## src/rtl/pong_pkg.sv

```systemverilog
// Shared tile geometry and tile code constants for game, layer1 and the tile update queue.
package pong_pkg;

    localparam int TILE_ADDR_W      = 5;
    localparam int TILE_DATA_W      = 8;
    localparam int TILE_QUEUE_DEPTH = 8;

    localparam logic [TILE_DATA_W-1:0] TILE_BLANK  = 8'h00;
    localparam logic [TILE_DATA_W-1:0] TILE_BALL   = 8'h01;
    localparam logic [TILE_DATA_W-1:0] TILE_PADDLE = 8'h02;
    localparam logic [TILE_DATA_W-1:0] TILE_WALL   = 8'h03;
    localparam logic [TILE_DATA_W-1:0] TILE_DIGIT0 = 8'h10;

endpackage

```

## src/rtl/tile_queue_match.sv

```systemverilog
// Finds the youngest pending queue entry whose address equals the request address.
// The head entry is masked out when it is being popped in the same cycle.
module tile_queue_match #(
    parameter int DEPTH  = pong_pkg::TILE_QUEUE_DEPTH,
    parameter int ADDR_W = pong_pkg::TILE_ADDR_W,
    localparam int PTR_W = $clog2(DEPTH),
    localparam int CNT_W = $clog2(DEPTH) + 1
) (
    input  logic [DEPTH*ADDR_W-1:0] entry_addr,
    input  logic [PTR_W-1:0]        rd_ptr,
    input  logic [CNT_W-1:0]        count,
    input  logic                    pop,
    input  logic [ADDR_W-1:0]       req_addr,
    output logic                    hit,
    output logic [PTR_W-1:0]        hit_idx
);

    logic [PTR_W-1:0] idx_s;

    // Walk from head to tail so the last match seen is the youngest.
    always_comb begin
        hit     = 1'b0;
        hit_idx = '0;
        idx_s   = rd_ptr;
        for (int k = 0; k < DEPTH; k++) begin
            idx_s = rd_ptr + PTR_W'(k);
            if ((CNT_W'(k) < count) && !(pop && (k == 0)) &&
                (entry_addr[idx_s*ADDR_W +: ADDR_W] == req_addr)) begin
                hit     = 1'b1;
                hit_idx = idx_s;
            end else begin
                hit     = hit;
                hit_idx = hit_idx;
            end
        end
    end

endmodule

```

## src/rtl/tile_update_queue.sv

```systemverilog
// Buffers tile RAM updates and commits them only while vertical blanking is high.
// Optional in-place coalescing of same-address updates: define TILE_QUEUE_COALESCE_EN.
module tile_update_queue
    import pong_pkg::*;
#(
    parameter int DEPTH  = TILE_QUEUE_DEPTH,
    parameter int ADDR_W = TILE_ADDR_W,
    parameter int DATA_W = TILE_DATA_W,
    localparam int PTR_W = $clog2(DEPTH),
    localparam int CNT_W = $clog2(DEPTH) + 1
) (
    input  logic              i_clk,
    input  logic              i_rst_n,
    input  logic              i_vblank,
    input  logic              i_req_valid,
    input  logic [ADDR_W-1:0] i_req_addr,
    input  logic [DATA_W-1:0] i_req_data,
    output logic              o_req_ready,
    output logic [ADDR_W-1:0] o_ram_address,
    output logic [DATA_W-1:0] o_ram_data,
    output logic              o_ram_wren,
    output logic [CNT_W-1:0]  o_level
);

    logic [ADDR_W-1:0] addr_mem_r [DEPTH];
    logic [DATA_W-1:0] data_mem_r [DEPTH];
    logic [PTR_W-1:0]  rd_ptr_r;
    logic [PTR_W-1:0]  wr_ptr_r;
    logic [CNT_W-1:0]  count_r;
    logic [CNT_W-1:0]  count_next_s;
    logic [ADDR_W-1:0] ram_address_r;
    logic [DATA_W-1:0] ram_data_r;
    logic              ram_wren_r;
    logic              push_s;
    logic              pop_s;
    logic              enq_s;
    logic              hit_s;
    logic [PTR_W-1:0]  hit_idx_s;

    assign o_req_ready   = (count_r != CNT_W'(DEPTH));
    assign push_s        = i_req_valid && o_req_ready;
    assign pop_s         = i_vblank && (count_r != {CNT_W{1'b0}});
    assign enq_s         = push_s && !hit_s;
    assign o_ram_address = ram_address_r;
    assign o_ram_data    = ram_data_r;
    assign o_ram_wren    = ram_wren_r;
    assign o_level       = count_r;

`ifdef TILE_QUEUE_COALESCE_EN
    logic [DEPTH*ADDR_W-1:0] addr_flat_s;

    for (genvar g = 0; g < DEPTH; g++) begin : g_flat
        assign addr_flat_s[g*ADDR_W +: ADDR_W] = addr_mem_r[g];
    end

    tile_queue_match #(
        .DEPTH  (DEPTH),
        .ADDR_W (ADDR_W)
    ) u_match (
        .entry_addr (addr_flat_s),
        .rd_ptr     (rd_ptr_r),
        .count      (count_r),
        .pop        (pop_s),
        .req_addr   (i_req_addr),
        .hit        (hit_s),
        .hit_idx    (hit_idx_s)
    );
`else
    assign hit_s     = 1'b0;
    assign hit_idx_s = {PTR_W{1'b0}};
`endif

    // Entry count after this edge's enqueue and pop.
    always_comb begin
        count_next_s = count_r;
        case ({enq_s, pop_s})
            2'b10:   count_next_s = count_r + CNT_W'(1);
            2'b01:   count_next_s = count_r - CNT_W'(1);
            default: count_next_s = count_r;
        endcase
    end

    // Queue storage, pointers and the registered RAM write port.
    always_ff @(posedge i_clk or negedge i_rst_n) begin
        if (!i_rst_n) begin
            for (int i = 0; i < DEPTH; i++) begin
                addr_mem_r[i] <= {ADDR_W{1'b0}};
                data_mem_r[i] <= {DATA_W{1'b0}};
            end
            rd_ptr_r      <= {PTR_W{1'b0}};
            wr_ptr_r      <= {PTR_W{1'b0}};
            count_r       <= {CNT_W{1'b0}};
            ram_address_r <= {ADDR_W{1'b0}};
            ram_data_r    <= {DATA_W{1'b0}};
            ram_wren_r    <= 1'b0;
        end else begin
            if (push_s && hit_s) begin
                data_mem_r[hit_idx_s] <= i_req_data;
            end else if (enq_s) begin
                addr_mem_r[wr_ptr_r] <= i_req_addr;
                data_mem_r[wr_ptr_r] <= i_req_data;
                wr_ptr_r             <= wr_ptr_r + PTR_W'(1);
            end else begin
                wr_ptr_r <= wr_ptr_r;
            end
            if (pop_s) begin
                ram_address_r <= addr_mem_r[rd_ptr_r];
                ram_data_r    <= data_mem_r[rd_ptr_r];
                rd_ptr_r      <= rd_ptr_r + PTR_W'(1);
            end else begin
                rd_ptr_r <= rd_ptr_r;
            end
            ram_wren_r <= pop_s;
            count_r    <= count_next_s;
        end
    end

endmodule

```

## config.mk

```make
export PLATFORM = sky130hd
export DESIGN_NAME = tile_update_queue
export DESIGN_NICKNAME = d
export VERILOG_FILES = /design/src/rtl/pong_pkg.sv /design/src/rtl/tile_queue_match.sv /design/src/rtl/tile_update_queue.sv
export SDC_FILE = /design/constraint.sdc
export NUM_CORES = 1
export LEC_CHECK = 0
export CORE_UTILIZATION = 54
export DETAILED_ROUTE_END_ITERATION = 6
export PLACE_DENSITY = 0.87
export SYNTH_ARGS = -nofsm -noshare
export SYNTH_HDL_FRONTEND = slang
export SYNTH_SLANG_ARGS = --single-unit
```

## constraint.sdc

```tcl
create_clock -name i_clk -period 2.8 [get_ports i_clk]
set_clock_uncertainty 0.15 [all_clocks]
set_input_delay 0.56 -clock i_clk [delete_from_list [all_inputs] [get_ports i_clk]]
set_output_delay 0.56 -clock i_clk [all_outputs]
set_load 0.02 [all_outputs]
```

==> results of run 1 <==
[cell families (layout without fill, tap and decap cells)]
group | Yosys count | in the layout | synth area share
muxes | 157 | 157 | 0.305
and+or+nand+nor | 45 | 45 | 0.0502
xor gates and xnor gates | 8 | 8 | 0.0118
adders and majority gates | 5 | 5 | 0.0105
AOI/OAI and AO/OA | 44 | 44 | 0.0517
buffers and inverters | 26 | 86 | 0.0306
DFF | 128 | 128 | 0.540
[metal layers]
layer / vias to the layer above / share of wire / GRT usage
met2: 83 / 0.52 / 0.406
met4: 0 / 0.014 / 0.0724
met1: 1860 / 0.43 / 0.322
li1: 1611 / - / -
met5: - / 0 / 0
met3: 18 / 0.039 / 0.0693
[worst min-delay path: cells and delay by family, from the launching register on]
kind,cells,cell delay [ns]
flops,1,0.34
compound gates,1,0.06
simple gates,1,0.04
[worst paths after layout]
check                      slack [ns]  depth (start not counted)                      start                    endpoint
min reg2reg                      0.32                          2  o_ram_data[6]$_DFFE_PN0P_   o_ram_data[6]$_DFFE_PN0P_
max                              0.21                          2     o_level[1]$_DFFE_PN0P_                 o_req_ready
min                              0.32                          2  o_ram_data[6]$_DFFE_PN0P_   o_ram_data[6]$_DFFE_PN0P_
max in group asynchronous        1.34                          3                    i_rst_n     rd_ptr_r[0]$_DFFE_PN0P_
max reg2reg                      0.21                         10     o_level[1]$_DFFE_PN0P_      o_level[2]$_DFFE_PN0P_
min in group asynchronous        0.45                          2                    i_rst_n  data_mem_r[33]$_DFFE_PN0P_
[metrics by stage]
stage	hold WS, ns	setup slack [ns]	power [mW]
after floorplan	0.114	0.00222	5.91
final	0.325	0.207	9.36
after CTS	0.333	0.183	9.41
after detailed placement	0.320	0.178	6.92
after global routing	0.367	0.0683	9.87
after global placement	0.312	0.231	6.71
[state kept, by name, summed over array words and instances (netlist names)]
signal	count
data_mem_r	64
addr_mem_r	40
o_ram_data	8
o_ram_address	5
o_level	4
rd_ptr_r	3
wr_ptr_r	3
o_ram_wren	1
[power by group]
part / leakage, nW / internal, mW / switching [mW] / total [mW]
registers: 1.54 / 2.80 / 0.631 / 3.43
clock network: 0.307 / 1.58 / 0.813 / 2.40
logic: 1.33 / 2.00 / 1.54 / 3.54
[cells in the mapped netlist]
library cell  instances  area, sq um
a221o_1              13          130
buf_4                 2         15.0
or4b_4                1         13.8
nor3b_1               1         7.51
and2_1                1         6.26
nand2_1              26         97.6
nand4_4               1         21.3
mux2_4               20          300
nor2b_1               1         6.26
nor3b_2               2         25.0
o41ai_1               1         8.76
dfrtp_1             128         3200
nand3_4               1         17.5
nor4bb_1              1         10.0
buf_2                 8         40.0
nand3b_2              1         11.3
nand4b_4              2         47.6
mux2i_1              26          260
buf_1                 1         3.75
o21ai_0              14         70.1
xnor2_1               5         43.8
clkbuf_1              7         26.3
buf_6                 3         33.8
inv_1                 2         7.51
nor2_1                4         15.0
nand2b_1              3         18.8
buf_8                 1         15.0
buf_12                2         40.0
a21oi_1               2         10.0
mux2_2              111         1250
xor2_1                3         26.3
ha_1                  5         62.6
o22ai_1              14         87.6
[area by class of cell]
cell class / count / area, sq um
clock buffer: 19 / 442
clock inverter: 13 / 208
fill: 701 / 3420
inverter: 2 / 7.51
multi-input combinational: 259 / 2560
sequential: 128 / 3210
tap: 136 / 170
timing repair buffer: 52 / 502
[timing repair]
action                                  4_1_cts  5_1_grt
endpoints found under the setup margin        1        0
gates resized for setup                       1        0
hold buffers                                  1        0
endpoints found under the hold margin        44        0
==> impl_metrics.env, run 1 <==
export IMPL_clkSinkCount=128
export IMPL_ys_warnings_count=0
export IMPL_min_period_ns=2.59
export IMPL_post_layout_nonfiller_instances=609
export IMPL_die_y_microns=107
export IMPL_antenna_found_initial=0
export IMPL_vias_per_cell=5.87
export IMPL_start_kind="register"
export IMPL_min_period_over_period=0.926
export IMPL_worst_path_buf_inv=1
export IMPL_end_kind="primary output"
export IMPL_drt_initial_drc_count=143
export IMPL_dp_hpwl_microns=7380
export IMPL_setup_viol=0
export IMPL_finalMaxSlewViolations=0
export IMPL_worst_hold_path_type="reg2reg"
export IMPL_nets=482
export IMPL_root_buffer="clkbuf_8"
export IMPL_grt_overflow_total=0
export IMPL_dp_cells=576
export IMPL_grt_pass1_vias=3861
export IMPL_max_clock_freq_mhz=386
export IMPL_path_cells="or4b_4 > dlygate4sd2_1"
export IMPL_crit_family="simple AND/OR/NAND/NOR gates"
export IMPL_vias=3572
export IMPL_dpl_instance_area_sq_um=6430
export IMPL_area_growth_pct=19.6
export IMPL_powerDensity_nw_per_um2=1320
export IMPL_finalSetupTns_ns=0
export IMPL_slew_headroom=0.556
export IMPL_port_buffers=35
export IMPL_cts_buffers=17
export IMPL_layout_cells_most_common="dfrtp_1"
export IMPL_grt_max_degree=50
export IMPL_cp_slowest_cell="or4b_4"
export IMPL_synth_area_sq_um=5930
export IMPL_antenna_cells=0
export IMPL_grt_pass1_wl_microns=20700
export IMPL_coreArea_sq_um=10500
export IMPL_crit_type="reg2out"
export IMPL_status="completed"
export IMPL_ir_drop_mv=0.661
export IMPL_netlist_instances=413
export IMPL_die_area_sq_um=11400
export IMPL_syn_area_per_cell_sq_um=14.4
export IMPL_max_cap_violations=0
export IMPL_worst_ep_arrival_time_ns=1.88
export IMPL_slowest_delay_ns=0.55
export IMPL_synth_seq_cells=128
export IMPL_synth_distinct_cells=33
export IMPL_ioPinCount=36
export IMPL_hold_violations=0
export IMPL_final_util=0.675
export IMPL_p_leak_nw=3.17
export IMPL_track_usage=0.248
export IMPL_drt_pre_antenna_iters=4
export IMPL_tightest_slew_ns=0.667
export IMPL_final_cell_mix="126 x dfrtp_1, 111 x mux2_2, 33 x clkdlybuf4s50_1, 26 x nand2_1, 26 x mux2i_1"
export IMPL_drc=0
export IMPL_drive_gt1_frac=0.406
export IMPL_path_clk_slew_ns=0.06
export IMPL_rsz0062_at_grt="no"
export IMPL_wl_per_cell_microns=20.6
export IMPL_gp_congestion=0.754
export IMPL_initial_core_util=0.564
export IMPL_crit_fanout=9
export IMPL_clk_insertion_delay_late_ns=0.52
export IMPL_cts_setup_buffers=0
export IMPL_cts_tree="done"
export IMPL_crit_required_ns=2.09
export IMPL_htreeDepth=4
export IMPL_wl_microns=12600
export IMPL_finish_instance_area_sq_um=7090
export IMPL_synth_fp_nets=435
export IMPL_synth_seq_area_share=0.540
export IMPL_cts_max_path_buffers=2
export IMPL_drtAntennaViolNets=0
export IMPL_die_w_microns=107
export IMPL_placementRows=37
(Power assumes the default switching activity.)
==> run 2: changes to the inputs <==
CTS_CLUSTER_DIAMETER = 50   (was unset)
MAX_ROUTING_LAYER = met4   (was unset)
==> impl_metrics.env, run 2 (synthesis gave the netlist of run 1 again) <==
export IMPL_die_area_sq_um=11400
export IMPL_layout_cells_most_common="dfrtp_1"
export IMPL_reg2reg_from="o_level[1]$_DFFE_PN0P_"
export IMPL_ir_drop_mv=0.660
export IMPL_hold_ws_ns=0.324
export IMPL_max_cap_violations=0
export IMPL_drt_initial_drc_count=145
export IMPL_port_buffers=35
export IMPL_seqCellArea_sq_um=3210
export IMPL_wl_per_cell_microns=20.7
export IMPL_dpl_instance_area_sq_um=6430
export IMPL_grt_pass1_vias=3851
export IMPL_cts_setup_buffers=0
export IMPL_multi_input_area_sq_um=2560
export IMPL_vias=3571
export IMPL_max_clock_freq_mhz=384
export IMPL_cts_buffers=17
export IMPL_wl_microns=12600
export IMPL_grt_max_degree=50
export IMPL_finalSetupTns_ns=0
export IMPL_area_growth_pct=19.6
export IMPL_fin_ws_ns=0.194
export IMPL_vias_per_cell=5.86
export IMPL_crit_fanout=9
export IMPL_crit_family="simple AND/OR/NAND/NOR gates"
export IMPL_die_y_microns=107
export IMPL_track_usage=0.256
export IMPL_dp_cells=576
export IMPL_start_kind="register"
export IMPL_min_from="o_ram_data[6]$_DFFE_PN0P_"
export IMPL_end_kind="primary output"
export IMPL_final_cell_mix="126 x dfrtp_1, 111 x mux2_2, 33 x clkdlybuf4s50_1, 26 x nand2_1, 26 x mux2i_1"
export IMPL_dp_hpwl_microns=7380
export IMPL_drt_pre_antenna_iters=5
export IMPL_worst_ep_arrival_time_ns=1.90
export IMPL_path_clk_slew_ns=0.06
export IMPL_rsz0062_at_grt="no"
export IMPL_clk_insertion_delay_late_ns=0.53
export IMPL_cts_tree="done"
export IMPL_placementRows=37
export IMPL_antenna_cells=0
export IMPL_dp_slack_ns=0.178
export IMPL_drive_gt1_frac=0.406
export IMPL_min_period_over_period=0.931
export IMPL_nets=482
export IMPL_crit_required_ns=2.09
export IMPL_coreArea_sq_um=10500
export IMPL_min_period_ns=2.61
export IMPL_drtAntennaViolNets=0
export IMPL_ioPinCount=36
export IMPL_setup_viol=0
export IMPL_largest_reg_flops=64
export IMPL_powerDensity_nw_per_um2=1320
export IMPL_die_w_microns=107
export IMPL_antenna_found_initial=0
export IMPL_slowest_delay_ns=0.55
export IMPL_cp_slowest_cell="or4b_4"
export IMPL_drc=0
export IMPL_crit_start="o_level[1]$_DFFE_PN0P_"
export IMPL_clkSinkCount=128
export IMPL_path_cells="or4b_4 > dlygate4sd2_1"
export IMPL_crit_type="reg2out"
export IMPL_top_register="data_mem_r"
export IMPL_root_buffer="clkbuf_8"
export IMPL_post_layout_nonfiller_instances=609
export IMPL_worst_path_buf_inv=1
export IMPL_initial_core_util=0.564
export IMPL_finalMaxSlewViolations=0
export IMPL_tightest_slew_ns=0.659
export IMPL_htreeDepth=4
export IMPL_grt_pass1_wl_microns=20700
export IMPL_status="completed"
export IMPL_hold_violations=0
export IMPL_cts_max_path_buffers=2
export IMPL_finish_instance_area_sq_um=7090
export IMPL_worst_hold_path_type="reg2reg"
export IMPL_fillers=701
export IMPL_slew_headroom=0.561
export IMPL_p_leak_nw=3.17
export IMPL_gp_congestion=0.763
export IMPL_grt_overflow_total=0
==> run 2: worst min-delay path: stages (launching register included) <==
cell and delay [ns]:
dfrtp_1 0.34, nand2_1 0.04, o21ai_0 0.05
==> run 2: per-stage QoR <==
step / power, mW / util
after floorplan: 5.91 / -
after global routing: 9.87 / 0.675
after global placement: 6.71 / 0.612
after detailed placement: 6.92 / 0.612
final: 9.37 / 0.675
after CTS: 9.41 / 0.675
==> run 2: final timing paths <==
| check | end | slack, ns | cells after the start |
|---|---|---|---|
| max in group asynchronous | rd_ptr_r[0]$_DFFE_PN0P_ | 1.35 | 3 |
| setup reg to reg | o_level[2]$_DFFE_PN0P_ | 0.21 | 10 |
| setup / recovery | o_req_ready | 0.19 | 2 |
| min in group asynchronous | data_mem_r[1]$_DFFE_PN0P_ | 0.44 | 2 |
| hold reg to reg | o_ram_data[6]$_DFFE_PN0P_ | 0.32 | 2 |
| hold / removal | o_ram_data[6]$_DFFE_PN0P_ | 0.32 | 2 |
==> run 2: final cells by class <==
| type | instances | share of cell area |
|---|---|---|
| inverter | 2 | 0.00106 |
| multi-input combinational | 259 | 0.361 |
| timing repair buffer | 52 | 0.0707 |
| clock inverter | 13 | 0.0293 |
| tap | 136 | 0.0240 |
| clock buffer | 19 | 0.0623 |
| sequential | 128 | 0.452 |
==> run 2: power breakdown <==
| part | total, mW | switching [mW] | internal [mW] | leakage (nW) |
|---|---|---|---|---|
| Combinational | 3.54 | 1.55 | 2.00 | 1.33 |
| Sequential | 3.43 | 0.633 | 2.80 | 1.54 |
| Clock | 2.40 | 0.819 | 1.58 | 0.307 |
| Total | 9.37 | 3.00 | 6.38 | 3.17 |
==> run 2: repair_timing <==
action                     CTS  global route
hold buffers                 1             0
resized for setup            1             0
hold endpoints to repair    44             0
setup endpoints to repair    1             0
==> run 2: layer usage <==
metal  track usage  share of wire  up-vias  wire length, microns
met3        0.0657          0.035       15                   447
met2         0.406           0.51       75                  6400
met4        0.0841          0.012        0                   147
met5             -              0        -                     0
met1         0.323           0.44     1872                  5600
li1              -              -     1609                     -
==> run 3: changes to the inputs <==
ABC_AREA = 1   (was unset)
CORE_UTILIZATION = 53   (was 54)
PLACE_DENSITY = 0.86   (was 0.87)
==> impl_metrics.env, run 3 <==
export IMPL_nets=737
export IMPL_vias=4986
export IMPL_drive_gt1_frac=0.102
export IMPL_die_area_sq_um=11600
export IMPL_drt_pre_antenna_iters=5
export IMPL_dp_cells=835
export IMPL_fin_ws_ns=0.307
export IMPL_rsz0062_at_grt="no"
export IMPL_cp_slowest_cell="clkdlybuf4s50_1"
export IMPL_crit_fanout=5
export IMPL_async_flop_share=1.00
export IMPL_grt_max_degree=50
export IMPL_synth_area_leaders="dfrtp_1 54%, nand2_1 9.7%, nor2_1 7.3%"
export IMPL_reg2reg_from="o_level[0]$_DFFE_PN0P_"
export IMPL_htreeDepth=4
export IMPL_status="completed"
export IMPL_slew_headroom=0.531
export IMPL_dp_slack_ns=0.317
export IMPL_layout_cells_most_common="nand2_1"
export IMPL_wl_per_cell_microns=16.8
export IMPL_synth_top_cell_area_share=0.543
export IMPL_power_switching_mw=3.49
export IMPL_min_period_ns=2.49
export IMPL_r2r_end="o_level[2]$_DFFE_PN0P_"
export IMPL_synth_seq_cells=128
export IMPL_finalSetupTns_ns=0
export IMPL_max_clock_freq_mhz=401
export IMPL_ys_warnings_count=0
export IMPL_ir_drop_mv=0.711
export IMPL_path_clk_slew_ns=0.05
export IMPL_setup_viol=0
export IMPL_post_layout_nonfiller_instances=867
export IMPL_placementRows=38
export IMPL_gp_congestion=0.825
export IMPL_synth_distinct_cells=24
export IMPL_finalMaxSlewViolations=0
export IMPL_yosysTopAreaCell="dfrtp_1"
export IMPL_die_y_microns=107
export IMPL_final_cell_mix="152 x nand2_1, 128 x dfrtp_1, 115 x nor2_1, 72 x o21ai_1, 69 x o21ai_0"
export IMPL_path_cells="nor2_2 > nand3_2 > clkdlybuf4s50_1"
export IMPL_max_cap_violations=0
export IMPL_final_util=0.633
export IMPL_vias_per_cell=5.75
export IMPL_hold_ws_ns=0.332
export IMPL_grt_overflow_total=0
export IMPL_power_share_switching=0.393
export IMPL_synth_ff_type="dfrtp_1"
export IMPL_drt_initial_drc_count=412
export IMPL_p_int_mw=5.40
export IMPL_grt_pass1_wl_microns=24800
export IMPL_holdPathEnd="data_mem_r[4]$_DFFE_PN0P_"
export IMPL_netlist_instances=684
export IMPL_ioPinCount=36
export IMPL_cts_tree="done"
export IMPL_synth_seq_area_share=0.543
export IMPL_end_kind="primary output"
export IMPL_p_comb_frac=0.390
export IMPL_slowest_delay_ns=0.54
export IMPL_crit_required_ns=2.09
export IMPL_largest_reg_flops=64
export IMPL_synth_most_common_cell="nand2_1"
export IMPL_cts_setup_buffers=0
export IMPL_seq_power_share=0.363
export IMPL_coreArea_sq_um=10800
export IMPL_clk_insertion_delay_late_ns=0.52
export IMPL_start_kind="register"
export IMPL_die_w_microns=107
export IMPL_area_growth_pct=16.3
export IMPL_p_total_mw=8.90
export IMPL_tightest_slew_ns=0.703
export IMPL_min_from="data_mem_r[4]$_DFFE_PN0P_"
export IMPL_antenna_cells=0
export IMPL_ys_top_cells_by_count="152 x nand2_1, 128 x dfrtp_1, 115 x nor2_1, 72 x o21ai_1, 69 x o21ai_0"
export IMPL_r2r_setup_slack_ns=0.51
export IMPL_dp_hpwl_microns=8440
export IMPL_worst_ep_arrival_time_ns=1.78
export IMPL_wl_microns=14600
export IMPL_track_usage=0.292
export IMPL_finish_instance_area_sq_um=6860
export IMPL_synth_edf_count=0
export IMPL_top_register="data_mem_r"
export IMPL_cts_buffers=17
export IMPL_drc=0
export IMPL_drtAntennaViolNets=0
export IMPL_fillers=866
export IMPL_root_buffer="clkbuf_8"
export IMPL_clkSinkCount=128
export IMPL_powerDensity_nw_per_um2=1300
export IMPL_initial_core_util=0.544
export IMPL_port_buffers=35
export IMPL_p_leak_nw=3.29
export IMPL_cts_max_path_buffers=2
export IMPL_dpl_instance_area_sq_um=6250
export IMPL_reg2reg_depth=12
export IMPL_crit_type="reg2out"
export IMPL_hold_violations=0
export IMPL_syn_area_per_cell_sq_um=8.62
export IMPL_synth_fp_nets=706
export IMPL_synth_area_sq_um=5900
export IMPL_grt_pass1_vias=4948
export IMPL_power_share_clock=0.247
export IMPL_whs_path_depth=2
export IMPL_min_period_over_period=0.891
export IMPL_worst_hold_path_type="reg2reg"
export IMPL_antenna_found_initial=0
==> run 3: cell types whose count changed after synthesis, moves of 19 or more <==
cell	delta
nand3_1	+42
o21ai_0	+55
nor2_1	+111
inv_1	+21
o21ai_1	+72
o21ai_2	+19
nand2_1	+126
mux2_4	-20
mux2_2	-111
mux2i_1	-26
==> run 3: final cells by class <==
cell class,count,area [sq um],area share
Sequential cell,128,3200,0.467
Clock inverter,9,133,0.0193
Multi-Input combinational cell,493,2320,0.338
Tap cell,140,175,0.0255
Inverter,26,97.6,0.0142
Clock buffer,22,463,0.0675
Timing Repair Buffer,49,468,0.0682
==> run 3: how the worst max path moves through the flow <==
stage,start,to,slack [ns],depth (start not counted)
3_5_place_dp,i_vblank,o_level[2]$_DFFE_PN0P_,0.32,11
3_3_place_gp,i_vblank,o_level[2]$_DFFE_PN0P_,0.49,10
6_report,o_level[0]$_DFFE_PN0P_,o_req_ready,0.31,3
5_1_grt,o_level[0]$_DFFE_PN0P_,o_req_ready,0.23,3
4_1_cts,o_level[0]$_DFFE_PN0P_,o_req_ready,0.30,3
2_1_floorplan,o_level[0]$_DFFE_PN0P_,o_level[2]$_DFFE_PN0P_,0.40,12
==> run 3: cells by family (layout without fill, tap and decap cells) <==
| logic type | count (synthesis) | after routing | share of synthesized area |
|---|---|---|---|
| flip-flops | 128 | 128 | 0.543 |
| XOR/XNOR | 7 | 7 | 0.0104 |
| buffers and inverters | 63 | 106 | 0.0632 |
| AND/OR/NAND/NOR | 320 | 320 | 0.224 |
| AO/OA/AOI/OAI | 161 | 161 | 0.149 |
| adder cells (fa/ha/maj) | 5 | 5 | 0.0106 |
==> run 3: power groups by stage <==
| stage | combinational [mW] | sequential, mW | clock (mW) |
|---|---|---|---|
| finish | 3.47 | 3.22 | 2.20 |
| global route | 3.92 | 3.31 | 2.31 |
| CTS | 3.45 | 3.21 | 2.21 |
| detailed placement | 3.35 | 3.22 | 0 |
| global placement | 3.20 | 3.16 | 0 |
| floorplan | 2.36 | 3.22 | 0 |
==> run 3: what timing repair did <==
action,in CTS,in global routing
hold endpoints to repair,36,0
gates resized for setup,0,0
hold buffers,1,0
==> run 3: layer usage <==
layer / GRT usage / vias up / wire length (microns)
li1: - / 2293 / -
met1: 0.355 / 2387 / 5740
met2: 0.458 / 256 / 7170
met3: 0.0745 / 50 / 1200
met4: 0.134 / 0 / 486
met5: - / - / 0
==> run 3: worst max-delay path, delay by kind of cell (launching register included) <==
family | cells | cell delay, ns
flops | 1 | 0.46
simple gates | 2 | 0.27
buf+inv | 1 | 0.54
